File: src/rtl/piso_shift_ctrl_if.sv
// piso_shift_ctrl_if: word-in / bit-out handshake bundle for piso_shift_ctrl
// Ports: in_valid/in_ready/Data_in (parallel input handshake),
//        out_valid/out_ready/sout/out_last (serial output handshake), busy (word in flight).
// slave is the shifter side, master is the producer/consumer side.
interface piso_shift_ctrl_if #(parameter int WIDTH = 4) ();
    logic             in_valid;
    logic             in_ready;
    logic [WIDTH-1:0] Data_in;
    logic             out_valid;
    logic             out_ready;
    logic             sout;
    logic             out_last;
    logic             busy;
    modport slave (
        input  in_valid, Data_in, out_ready,
        output in_ready, out_valid, sout, out_last, busy
    );
    modport master (
        output in_valid, Data_in, out_ready,
        input  in_ready, out_valid, sout, out_last, busy
    );
endinterface

File: src/rtl/piso_shift_ctrl.sv
// piso_shift_ctrl: parallel-load / serial-shift sequencer with valid/ready on both sides
// Ports: clk, rst (async, active-low), bus (piso_shift_ctrl_if.slave).
// Parameters: WIDTH (>= 2) word width, MSB_FIRST selects which end is shifted out first.
module piso_shift_ctrl #(
    parameter int WIDTH     = 4,
    parameter bit MSB_FIRST = 1'b0
) (
    input logic               clk,
    input logic               rst,
    piso_shift_ctrl_if.slave  bus
);
    localparam int CW = $clog2(WIDTH);
    localparam logic [CW-1:0] LAST = CW'(WIDTH - 1);
    typedef enum logic {IDLE, SHIFT} state_t;
    state_t           state;
    logic [WIDTH-1:0] sreg;
    logic [CW-1:0]    cnt;
    logic             load;
    logic             beat;
    assign bus.out_valid = state == SHIFT;
    assign bus.busy      = state == SHIFT;
    // cnt is 0 in IDLE and WIDTH-1 >= 1, so out_last cannot fire outside SHIFT
    assign bus.out_last  = cnt == LAST;
    // sreg is cleared whenever the block goes idle, so sout reads 0 there
    assign bus.sout      = MSB_FIRST ? sreg[WIDTH-1] : sreg[0];
    // out_ready feeds in_ready combinationally so the next word loads on the last beat
    assign bus.in_ready  = rst & (state == IDLE | (bus.out_last & bus.out_ready));
    assign load = bus.in_valid & bus.in_ready;
    assign beat = bus.out_valid & bus.out_ready;
    always_ff @(posedge clk or negedge rst) begin
        if (!rst) begin
            state <= IDLE;
            sreg  <= '0;
            cnt   <= '0;
        end else if (load) begin
            state <= SHIFT;
            sreg  <= bus.Data_in;
            cnt   <= '0;
        end else if (beat && bus.out_last) begin
            state <= IDLE;
            sreg  <= '0;
            cnt   <= '0;
        end else if (beat) begin
            sreg  <= MSB_FIRST ? {sreg[WIDTH-2:0], 1'b0} : {1'b0, sreg[WIDTH-1:1]};
            cnt   <= cnt + 1'b1;
        end
    end
endmodule

File: src/flat_wrapper.sv
// flat-port wrapper written by rule: the top's interface ports become plain ports
module piso_shift_ctrl_flat 
#(
    parameter int WIDTH     = 4,
    parameter bit MSB_FIRST = 1'b0
)
  (clk, rst, bus_in_valid, bus_Data_in, bus_out_ready, bus_in_ready, bus_out_valid, bus_sout, bus_out_last, bus_busy);
  piso_shift_ctrl_if #(.WIDTH(WIDTH)) bus_i ();
  input logic clk;
  input logic rst;
  input wire logic [$bits(bus_i.in_valid)-1:0] bus_in_valid;
  input wire logic [$bits(bus_i.Data_in)-1:0] bus_Data_in;
  input wire logic [$bits(bus_i.out_ready)-1:0] bus_out_ready;
  output wire logic [$bits(bus_i.in_ready)-1:0] bus_in_ready;
  output wire logic [$bits(bus_i.out_valid)-1:0] bus_out_valid;
  output wire logic [$bits(bus_i.sout)-1:0] bus_sout;
  output wire logic [$bits(bus_i.out_last)-1:0] bus_out_last;
  output wire logic [$bits(bus_i.busy)-1:0] bus_busy;
  assign bus_i.in_valid = bus_in_valid;
  assign bus_i.Data_in = bus_Data_in;
  assign bus_i.out_ready = bus_out_ready;
  assign bus_in_ready = bus_i.in_ready;
  assign bus_out_valid = bus_i.out_valid;
  assign bus_sout = bus_i.sout;
  assign bus_out_last = bus_i.out_last;
  assign bus_busy = bus_i.busy;
  piso_shift_ctrl #(.WIDTH(WIDTH), .MSB_FIRST(MSB_FIRST)) u_core (.clk(clk), .rst(rst), .bus(bus_i));
endmodule
File: config.mk
export PLATFORM = sky130hd
export DESIGN_NAME = piso_shift_ctrl_flat
export DESIGN_NICKNAME = d
export VERILOG_FILES = /design/src/rtl/piso_shift_ctrl_if.sv /design/src/rtl/piso_shift_ctrl.sv /design/src/flat_wrapper.sv
export SDC_FILE = /design/constraint.sdc
export NUM_CORES = 1
export LEC_CHECK = 0
export BUFFER_PORTS_ARGS = -buffer_cell sky130_fd_sc_hd__buf_2
export CAP_MARGIN = 25
export CORE_MARGIN = 8
export CORE_UTILIZATION = 25
export CTS_CLUSTER_DIAMETER = 40
export CTS_CLUSTER_SIZE = 40
export DETAILED_ROUTE_END_ITERATION = 8
export GPL_ROUTABILITY_DRIVEN = 0
export PLACE_DENSITY = 0.52
export SLEW_MARGIN = 20
export SYNTH_ARGS = -nofsm -noshare
export SYNTH_HDL_FRONTEND = slang
export SYNTH_SLANG_ARGS = --single-unit
File: constraint.sdc
create_clock -name clk -period 3.9 [get_ports clk]
set_clock_uncertainty 0.2 [all_clocks]
set_input_delay 0 -clock clk [delete_from_list [all_inputs] [get_ports clk]]
set_output_delay 0 -clock clk [all_outputs]
set_load 0.01 [all_outputs]
=== Word level (Yosys, flattened, before mapping) ===
Index checks and enable logic that the tools add are counted.

* Output and inout bits: 5
* Logic and storage cells: 22
* Input port bits: 8
* Flip-flop bits (word level): 7

* Equal/unequal tests: 1
* Bitwise operators: 6
* Reduce and logical (&&, ||, !) cells: 3
* Multiplexer cells: 8
* Add/sub/neg operators: 1

{| class="wikitable"
|+ Operators by type and width
! cell !! number
|-
| 4-bit two-way mux || 3
|-
| 2-bit two-way mux || 3
|-
| 1-bit AND || 4
|-
| 3-bit nonzero test || 1
|-
| 2-bit by 1-bit adder with 2-bit output (second input constant) || 1
|-
| 2-bit == test (second input constant) || 1
|-
| 1-bit two-way mux || 2
|-
| 2-bit nonzero test || 1
|-
| 1-bit logical AND || 1
|-
| 1-bit NOT || 1
|-
| 1-bit OR || 1
|}

=== Depth between registers and ports, before layout ===
Gate-level depths: netlist (run 1).

* Depth in word-level cells: 6
* Gate-level depth with buffers: 5
* Depth with buffers taken out: 4

=== Worst setup path before layout (run 1) ===
Ideal clock, no wire load.

* Path type: register to register
* Start point: reg u_core.cnt[0]
* End point: reg u_core.sreg[0]
* Arrival: 1,211 ps
* Period minus slack after synthesis: 1,535 ps
* Required time: 3,576 ps
* Path slack: 2,365 ps
* Setup time: 124 ps
* Stages on the path, launching flop included: 6
* Path buffers: 1
* Cells stage by stage: dfrtp_1 -> ha_1 -> a21bo_1 -> nor2b_4 -> buf_6 -> mux2i_1

* Cells in the longest elaborated chain, start to end: 6
* Elaborated cells between the ends (all ways): 9
* Those cells by class: eq/ne: 1; mux: 2; bitwise: 4; reduce/logical: 2

{| class="wikitable"
|+ Ends and longest elaborated chain
! item !! RTL line !! source
|-
| from (decl) || piso_shift_ctrl.sv:17 || <nowiki>logic [CW-1:0] cnt;</nowiki>
|-
| from (signal assigned) || piso_shift_ctrl.sv:45 || <nowiki>cnt <= cnt + 1'b1;</nowiki>
|-
| 2-bit == test * || piso_shift_ctrl.sv:23 || <nowiki>assign bus.out_last = cnt == LAST;</nowiki>
|-
| via bus_out_last || flat_wrapper.sv:17 || <nowiki>output wire logic [$bits(bus_i.out_last)-1:0] bus_out_last;</nowiki>
|-
| 1-bit AND || piso_shift_ctrl.sv:27 || <nowiki>assign bus.in_ready = rst & (state == IDLE | (bus.out_last & bus.out_ready));</nowiki>
|-
| 1-bit OR || piso_shift_ctrl.sv:27 ||
|-
| 1-bit AND || piso_shift_ctrl.sv:27 ||
|-
| 1-bit AND || piso_shift_ctrl.sv:28 || <nowiki>assign load = bus.in_valid & bus.in_ready;</nowiki>
|-
| 3-bit nonzero test (no line) or 4-bit two-way mux (tied branches) || -- ||
|-
| to (signal assigned) || piso_shift_ctrl.sv:37 || <nowiki>sreg <= bus.Data_in;</nowiki>
|-
| to (signal assigned) || piso_shift_ctrl.sv:44 || <nowiki>sreg <= MSB_FIRST ? {sreg[WIDTH-2:0], 1'b0} : {1'b0, sreg[WIDTH-1:1]};</nowiki>
|-
| to (decl) || piso_shift_ctrl.sv:16 || <nowiki>logic [WIDTH-1:0] sreg;</nowiki>
|}

The timed path passes the listed nets; every way through them passes the cells marked *.
A chain may end at the register's enable or synchronous reset.

=== Worst setup path after layout (run 1) ===
* Start point: reg u_core.cnt[0]
* End point: reg u_core.sreg[0]

* Cells in the longest elaborated chain, start to end: 6
* Elaborated cells between the ends (all ways): 9
* Those cells by class: eq/ne: 1; mux: 2; bitwise: 4; reduce/logical: 2

{| class="wikitable"
|+ Ends and longest elaborated chain
! item !! RTL line
|-
| 2-bit == test * || piso_shift_ctrl.sv:23
|-
| 1-bit AND || piso_shift_ctrl.sv:27
|-
| 1-bit OR || piso_shift_ctrl.sv:27
|-
| 1-bit AND || piso_shift_ctrl.sv:27
|-
| 1-bit AND || piso_shift_ctrl.sv:28
|-
| 3-bit nonzero test (no line) or 4-bit two-way mux (tied branches) || --
|}

Every way passes the cells marked *; elsewhere a longest branch is shown, timed or not.

==> impl_metrics.ini, run 1 <==
[floorplan]
rows = 14
core_area_um2 = 1470
io_pins = 13
initial_core_util_pct = 26.0
die_y_um = 55.1
die_w_um = 55.1
die_area_um2 = 3040

[power]
clkPwrFrac_pct = 20.5
p_leak_uw = 0.000316
switching_share_pct = 33.2
switching_power_uw = 114
seqPwrFrac_pct = 35.6
comb_power_share_pct = 43.9
powerDensity_nw_per_um2 = 571
p_int_uw = 229
max-vdd-ir-drop_mv = 0.194

[clock_tree]
clk_root_buffer_cell = clkbuf_4
cts_inserted_buffers = 3
cts_tree = built
cts_setup_buffers = 0
cts_hold_buf = 13
clkSinkCount = 7
clkLatencyLatePin_ns = 0.26
ctsResizeCount = 0
max-clock-path-buffers = 2
clk_pin_slew_ns = 0.06
htree_levels = 1

[placed_design]
post-dp-hpwl_um = 637
io_buffers = 12
dp.cells = 63

[synth]
synth.area.top_cells = dfrtp_1 46%, mux2i_1 13%, and4b_1 7.8%, a21oi_1 5.2%, nand2_1 4.9%
synth_top_cell_area_share_pct = 45.8
syn-cell-area_um2 = 383
syn_area_per_cell_um2 = 10.3
ys_ff_latch = 7
synth_cell_types = 14
ys_seq_area_share_pct = 45.8
syn_nets = 46
post-synth-top-area-cell = dfrtp_1
synth_cells = 37
ys_warn_count = 0

[grt]
grt_pass1_vias = 363
grt_pass1_wl_um = 1540
grt_max_degree = 9
grt_use_total_pct = 7.45
gr-total-overflow = 0
antenna_found_initial = 0

[route]
drt-total-wl_um = 905
drt-pass1-iter-count = 4
vias = 346
drc = 0
drt_iter0_drc = 2
wire_per_inst_um = 11.3
antenna_left = 0
viasPerCell = 4.33

[min_path]
min_path_cells = 2
min_delay_worst_endpoint = u_core.cnt[1]
min_path_type = flip-flop to flip-flop
min-delay-start = u_core.cnt[1]

[timing]
maxSlewViolCount = 0
maxSlewHeadroom_pct = 76.2
rsz0062_at_grt = false
period_share_pct = 51.9
worstMarginPinSlew_ns = 0.356
setup_viol = 0
fin_setup_tns_ns = 0
fmax_mhz = 494
period_minus_slack_ns = 2.03
final_hold_viol_count = 0

[critical_path]
worstPathCellList = ha_1 > a21bo_1 > nor2b_4 > mux2i_1 > dlygate4sd3_1
crit_fanout = 6
critical_path_arrival_ns = 2.02
required_ns = 3.90
reg2reg_depth = 5
crit_type = flip-flop to flip-flop
start_kind = flip-flop
end_kind = flip-flop
crit_slowest_cell = dlygate4sd3_1
reg2reg_slack_ns = 1.87
worstReg2RegEnd = u_core.sreg[0]
cp_slowest_stage_delay_ns = 0.56
r2r_start = u_core.cnt[0]

[final_layout]
area_growth_pct = 56.9
nets = 74
diodes = 0
drive_above_1_share_pct = 25.0
layoutNonFillerInstCount = 80

[run_status]
status = finished clean

[run]
max_cap_viol_count = 0
==> through the flow <==
| step | setup WS, ns | hold WS [ns] | power (uW) | instance area [um2] | utilization, % |
|---|---|---|---|---|---|
| after CTS | 1.86 | 0.352 | 348 | 601 | 40.8 |
| final | 1.87 | 0.340 | 343 | 601 | 40.8 |
| after global routing | 1.69 | 0.380 | 373 | 601 | 40.8 |
| after detailed placement | 2.40 | -0.345 | 243 | 444 | 30.2 |
| after floorplan | 2.37 | -0.496 | 210 | 383 | - |
| after global placement | 2.42 | -0.343 | 243 | 444 | 30.2 |
==> cell usage in the layout (no fill, tap or decap) <==
master,n
clkbuf_1,1
a21bo_1,1
dfrtp_1,7
nor2_1,2
and2_1,1
ha_1,1
a21oi_1,4
buf_2,12
mux2i_1,5
nand2_1,5
clkbuf_4,3
nor2b_4,1
inv_1,4
dlygate4sd3_1,13
nand3_1,1
and4b_1,3
==> worst max-delay path by stage <==
stage          slack, ns              to  depth (start not counted)     startpoint
2_1_floorplan       2.37  u_core.sreg[0]                          5  u_core.cnt[0]
3_3_place_gp        2.42  u_core.sreg[1]                          4  u_core.cnt[0]
3_5_place_dp        2.40  u_core.sreg[3]                          4  u_core.cnt[0]
4_1_cts             1.86  u_core.sreg[3]                          5  u_core.cnt[0]
5_1_grt             1.69  u_core.sreg[0]                          5  u_core.cnt[0]
6_report            1.87  u_core.sreg[0]                          5  u_core.cnt[0]
==> kinds of logic (layout without fill, tap and decap cells) <==
| logic type | after synthesis | after routing | share of synthesized area (%) |
|---|---|---|---|
| compound gates | 5 | 5 | 7.84 |
| fa+ha+maj | 1 | 1 | 3.27 |
| buf+inv | 6 | 33 | 8.82 |
| flops | 7 | 7 | 45.8 |
| mux | 5 | 5 | 13.1 |
| simple gates | 13 | 13 | 21.2 |
==> sequential cells by signal, summed over array words and instances, names as in the netlist <==
register         cells
u_core.bus.busy      1
u_core.cnt           2
u_core.sreg          4
==> per-layer routing <==
metal,up-vias,GRT usage [%],share of wire (%)
met3,4,1.60,7.7
met2,11,10.4,43
met1,153,8.14,44
met5,-,0,0
li1,178,-,-
met4,0,9.60,5.0
==> Yosys cell counts <==
master	count
dfrtp_1	7
nor2_1	2
nor2b_4	1
nand2_1	5
and2_1	1
buf_4	1
inv_1	4
a21oi_1	4
nand3_1	1
a21bo_1	1
buf_6	1
ha_1	1
mux2i_1	5
and4b_1	3
==> layout make-up <==
| cell class | count | area (um2) |
|---|---|---|
| Inverter | 4 | 15.0 |
| Multi-Input combinational cell | 24 | 174 |
| Timing Repair Buffer | 25 | 190 |
| Fill cell | 167 | 871 |
| Clock buffer | 4 | 26.3 |
| Sequential cell | 7 | 175 |
| Tap cell | 16 | 20.0 |
==> power by group through the flow <==
| stage | Clock (uW) | Sequential, uW | Combinational [uW] |
|---|---|---|---|
| after floorplan | 0 | 122 | 88.4 |
| after global placement | 0 | 124 | 119 |
| after detailed placement | 0 | 125 | 118 |
| after CTS | 71.5 | 123 | 153 |
| after global routing | 77.4 | 127 | 168 |
| final | 70.2 | 122 | 150 |
==> worst max-delay path: cells and delay by family (launching register included) <==
family	cells	cell delay, ns
AOI/OAI and AO/OA	1	0.16
adders and majority gates	1	0.24
buffers and inverters	1	0.56
DFF	1	0.36
muxes	1	0.20
and+or+nand+nor	1	0.24
(Power assumes the default switching activity.)
==> inputs of run 2 (changes only) <==
- ABC_AREA: unset -> 1
- PLACE_DENSITY: 0.52 -> 0.53
- clock period: 3.9 -> 1.7 ns (I/O delays scaled with it)
==> impl_metrics.ini, run 2 <==
[run_status]
status = finished clean

[route]
antenna_left = 0
drt-pass1-iter-count = 6
drt_iter0_drc = 6
drt-total-wl_um = 1020
drc = 0
wire_per_inst_um = 11.3
viasPerCell = 4.24
vias = 382

[synth]
synth-simple-area-share_pct = 41.6
synth_cell_types = 12
synth_commonest_cells = 20 x nand2_1, 7 x dfrtp_1, 7 x inv_1, 5 x nand3_1
synth-compound-area-share_pct = 3.13
syn_area_per_cell_um2 = 7.85
muxShareOfSynthArea_pct = 0
synth_top_family_by_area = simple AND/OR/NAND/NOR gates
synth-edff-count = 0
synth.most_common_cell = nand2_1
synth.area.top_cells = dfrtp_1 44%, nand2_1 19%, inv_1 6.6%, nand3_1 6.3%, nand2_2 4.7%
synth_fa_ha_area_share_pct = 3.13
synth_cells = 51
syn_nets = 60
ys_warn_count = 0
synth_top_cell_area_share_pct = 43.8
synth-async-reset-ratio_pct = 100
post-synth-top-area-cell = dfrtp_1
synth_ff_type = dfrtp_1
ys_ff_latch = 7
syn-cell-area_um2 = 400
ys_seq_area_share_pct = 43.8
synthXorXnorAreaFrac_pct = 0

[power]
max-vdd-ir-drop_mv = 0.425
p_leak_uw = 0.000330
powerDensity_nw_per_um2 = 1340

[critical_path]
required_ns = 1.50
crit_slowest_cell = dfrtp_1
crit_family = flip-flops
crit_fanout = 3
critical_path_arrival_ns = 1.28
start_kind = flip-flop
cp.buffers_inverters = 1
crit_type = flip-flop to output port
cp_slowest_stage_delay_ns = 0.35
worstPathCellList = ha_1 > nand2_2 > a21boi_1 > buf_2
end_kind = output port

[timing]
fin_setup_tns_ns = 0
fmax_mhz = 674
maxSlewViolCount = 0
worstMarginPinSlew_ns = 0.343
period_minus_slack_ns = 1.48
final_hold_viol_count = 0
rsz0062_at_grt = false
setup_viol = 0
period_share_pct = 87.3
maxSlewHeadroom_pct = 77.0
holdWs_ns = 0.306
setup_ws_ns = 0.216

[placed_design]
post-dp-hpwl_um = 665
dp_slack_ns = 0.241
io_buffers = 12
dp.cells = 78

[clock_tree]
cts_inserted_buffers = 3
clk_pin_slew_ns = 0.06
clk_root_buffer_cell = clkbuf_4
max-clock-path-buffers = 2
cts_tree = built
htree_levels = 1
clkSinkCount = 7
clkLatencyLatePin_ns = 0.25

[final_layout]
layoutNonFillerInstCount = 90
largest-register = u_core.sreg
area_growth_pct = 44.7
nets = 84
layout_commonest_cell = nand2_1
largest_register_ffs = 4
drive_above_1_share_pct = 27.0
diodes = 0
layout_common_cells = 20 x nand2_1, 12 x buf_2, 8 x dlygate4sd3_1, 7 x inv_1, 7 x dfrtp_1

[floorplan]
core_area_um2 = 1510
initial_core_util_pct = 26.6
die_area_um2 = 3140
die_y_um = 56.0
rows = 14
io_pins = 13
die_w_um = 56.0

[grt]
grt_use_total_pct = 7.12
antenna_found_initial = 0
grt_pass1_wl_um = 1800
gr-total-overflow = 0
grt_max_degree = 11
grt_pass1_vias = 403

[run]
max_cap_viol_count = 0

[min_path]
min_path_type = flip-flop to flip-flop
-- run 2: cell type report --
cell class                 instances  area, um2
sequential                         7        175
tap                               16       20.0
clock buffer                       4       26.3
fill                             159        927
multi-input combinational         36        191
inverter                           7       26.3
timing repair buffer              20        140
-- run 2: worst paths after layout --
path | from | end | slack [ns] | depth (start not counted)
worst max-delay path | u_core.cnt[0] | bus_in_ready | 0.22 | 4
worst min-delay path | u_core.sreg[3] | u_core.sreg[3] | 0.31 | 2
worst max register to register | u_core.cnt[0] | u_core.sreg[2] | 0.23 | 7
worst min register to register | u_core.sreg[3] | u_core.sreg[3] | 0.31 | 2
max in group asynchronous | rst | u_core.sreg[0] | 0.42 | 3
min in group asynchronous | rst | u_core.cnt[0] | 0.63 | 3
-- run 2: logic make-up after synthesis --
| kind of cell | count (synthesis) |
|---|---|
| AOI/OAI and AO/OA | 2 |
| DFF | 7 |
| adders and majority gates | 1 |
| and+or+nand+nor | 33 |
| buffers and inverters | 8 |
-- run 2: worst register-to-register path: stages, from the launching register on --
cell	delay [ns]
dfrtp_1	0.38
ha_1	0.26
nand2_2	0.11
nand2_2	0.10
nand3_4	0.13
nand2_1	0.07
nand2_1	0.06
nand2_1	0.05
-- run 2: where the power goes --
group	total [uW]	internal [uW]	leakage (uW)	switching [uW]
Combinational	337	136	0.000227	201
Sequential	285	240	0.0000872	45.1
Clock	152	89.6	0.0000150	62.4
Total	774	466	0.000330	308
-- run 2: metal layers --
layer | global-route usage (%) | vias to the layer above | share of wire [%]
met5 | 0 | - | 0
met4 | 1.03 | 0 | 0
met3 | 5.48 | 0 | 9.3
met2 | 11.4 | 10 | 47
met1 | 7.36 | 167 | 44
li1 | - | 205 | -
-- run 2: timing repair --
item	in CTS	in global routing
resized for setup	0	0
endpoints found under the hold margin	14	0
hold buffers	8	0
setup buffers	0	0
endpoints found under the setup margin	0	0
-- run 2: stage by stage --
stage,util [%],instance area [um2],total power [uW]
detailed placement,31.4,473,611
finish,38.5,579,774
global route,38.5,579,858
CTS,38.5,579,783
floorplan,-,400,522
global placement,31.4,473,609
==> inputs of run 3 (changes only) <==
- CTS_BUF_LIST: unset -> sky130_fd_sc_hd__clkbuf_2
==> impl_metrics.ini, run 3 (synthesis gave the netlist of run 2 again) <==
[run_status]
status = finished clean

[critical_path]
crit_fanout = 10
crit_type = flip-flop to flip-flop
end_kind = flip-flop
required_ns = 1.63
critical_path_arrival_ns = 1.39
start_kind = flip-flop
reg2reg_slack_ns = 0.23

[grt]
grt_use_total_pct = 7.26
grt_pass1_wl_um = 1810
antenna_found_initial = 0
use_met2_pct = 11.4
gr-total-overflow = 0
grt_use_met1_pct = 7.36
top_usage_layer = met2
grt_pass1_vias = 407
grt_max_degree = 11
use_met3_pct = 5.48

[floorplan]
rows = 14
die_y_um = 56.0
die_area_um2 = 3140
core_area_um2 = 1510
initial_core_util_pct = 26.6
die_w_um = 56.0
io_pins = 13

[clock_tree]
cts_inserted_buffers = 3
clk_root_buffer_cell = clkbuf_2
cts_tree = built
cts_setup_buffers = 0
htree_levels = 1
ctsResizeCount = 0
clkSinkCount = 7
max-clock-path-buffers = 2
clkLatencyLatePin_ns = 0.24
clk_pin_slew_ns = 0.08
cts_hold_buf = 8

[placed_design]
dp_slack_ns = 0.241
dpl-instance-area_um2 = 473
io_buffers = 12
post-dp-hpwl_um = 665

[timing]
final_hold_viol_count = 0
period_share_pct = 86.4
fmax_mhz = 681
worstMarginPinSlew_ns = 0.347
setup_ws_ns = 0.232
fin_setup_tns_ns = 0
maxSlewViolCount = 0
period_minus_slack_ns = 1.47
holdWs_ns = 0.310
setup_viol = 0
maxSlewHeadroom_pct = 76.8
rsz0062_at_grt = false

[final_layout]
largest-register = u_core.sreg
diodes = 0
nets = 84
fillCellCount = 160
area_growth_pct = 43.1
layout_common_cells = 20 x nand2_1, 12 x buf_2, 8 x dlygate4sd3_1, 7 x inv_1, 7 x dfrtp_1
largest_register_ffs = 4
layout_commonest_cell = nand2_1
fin_area_um2 = 573
drive_above_1_share_pct = 28.4

[power]
power_uw = 747
powerDensity_nw_per_um2 = 1300
max-vdd-ir-drop_mv = 0.425
p_leak_uw = 0.000331

[route]
vias = 389
drc = 0
viasPerCell = 4.32
drt_iter0_drc = 7
wire_per_inst_um = 11.5
antenna_left = 0
drt-total-wl_um = 1030
drt-pass1-iter-count = 4

[min_path]
min_path_type = flip-flop to flip-flop

[run]
max_cap_viol_count = 0
-- run 3: cell type report --
cell class	instances	area (um2)	area share (%)
multi-input combinational	36	191	33.4
inverter	7	26.3	4.59
clock buffer	4	20.0	3.49
timing repair buffer	20	140	24.5
sequential	7	175	30.6
tap	16	20.0	3.49
-- run 3: routing by layer --
metal  wire [um]  share of wire, %  vias to the layer above
li1            -                 -                      205
met1         449                44                      172
met2         478                46                       12
met3         103                10                        0
met4           0                 0                        0
met5           0                 0                        -
-- run 3: critical path: stages (launching register included) --
cell,delay (ns)
dfrtp_1,0.39
ha_1,0.26
nand2_2,0.11
nand2_2,0.10
nand3_4,0.13
nand2_1,0.06
nand2_1,0.06
nand2_1,0.05
-- run 3: power breakdown --
group          leakage, uW  internal, uW  switching (uW)  total (uW)
Clock            0.0000166          62.5            62.4         125
Combinational     0.000227           136             202         337
Sequential       0.0000872           239            44.9         284
-- run 3: final timing paths --
kind / from / endpoint / cells after the start
worst max-delay path: u_core.cnt[0] / u_core.sreg[1] / 7
worst min-delay path: u_core.sreg[1] / u_core.sreg[1] / 2
worst max register to register: u_core.cnt[0] / u_core.sreg[1] / 7
worst min register to register: u_core.sreg[1] / u_core.sreg[1] / 2
max in group asynchronous: rst / u_core.sreg[0] / 3
min in group asynchronous: rst / u_core.cnt[0] / 3
-- run 3: per-stage QoR --
stage | instances | util [%]
finish | 90 | 38.0
global route | 90 | 38.0
CTS | 90 | 38.0
detailed placement | 78 | 31.4
global placement | 78 | 31.4
floorplan | 51 | -
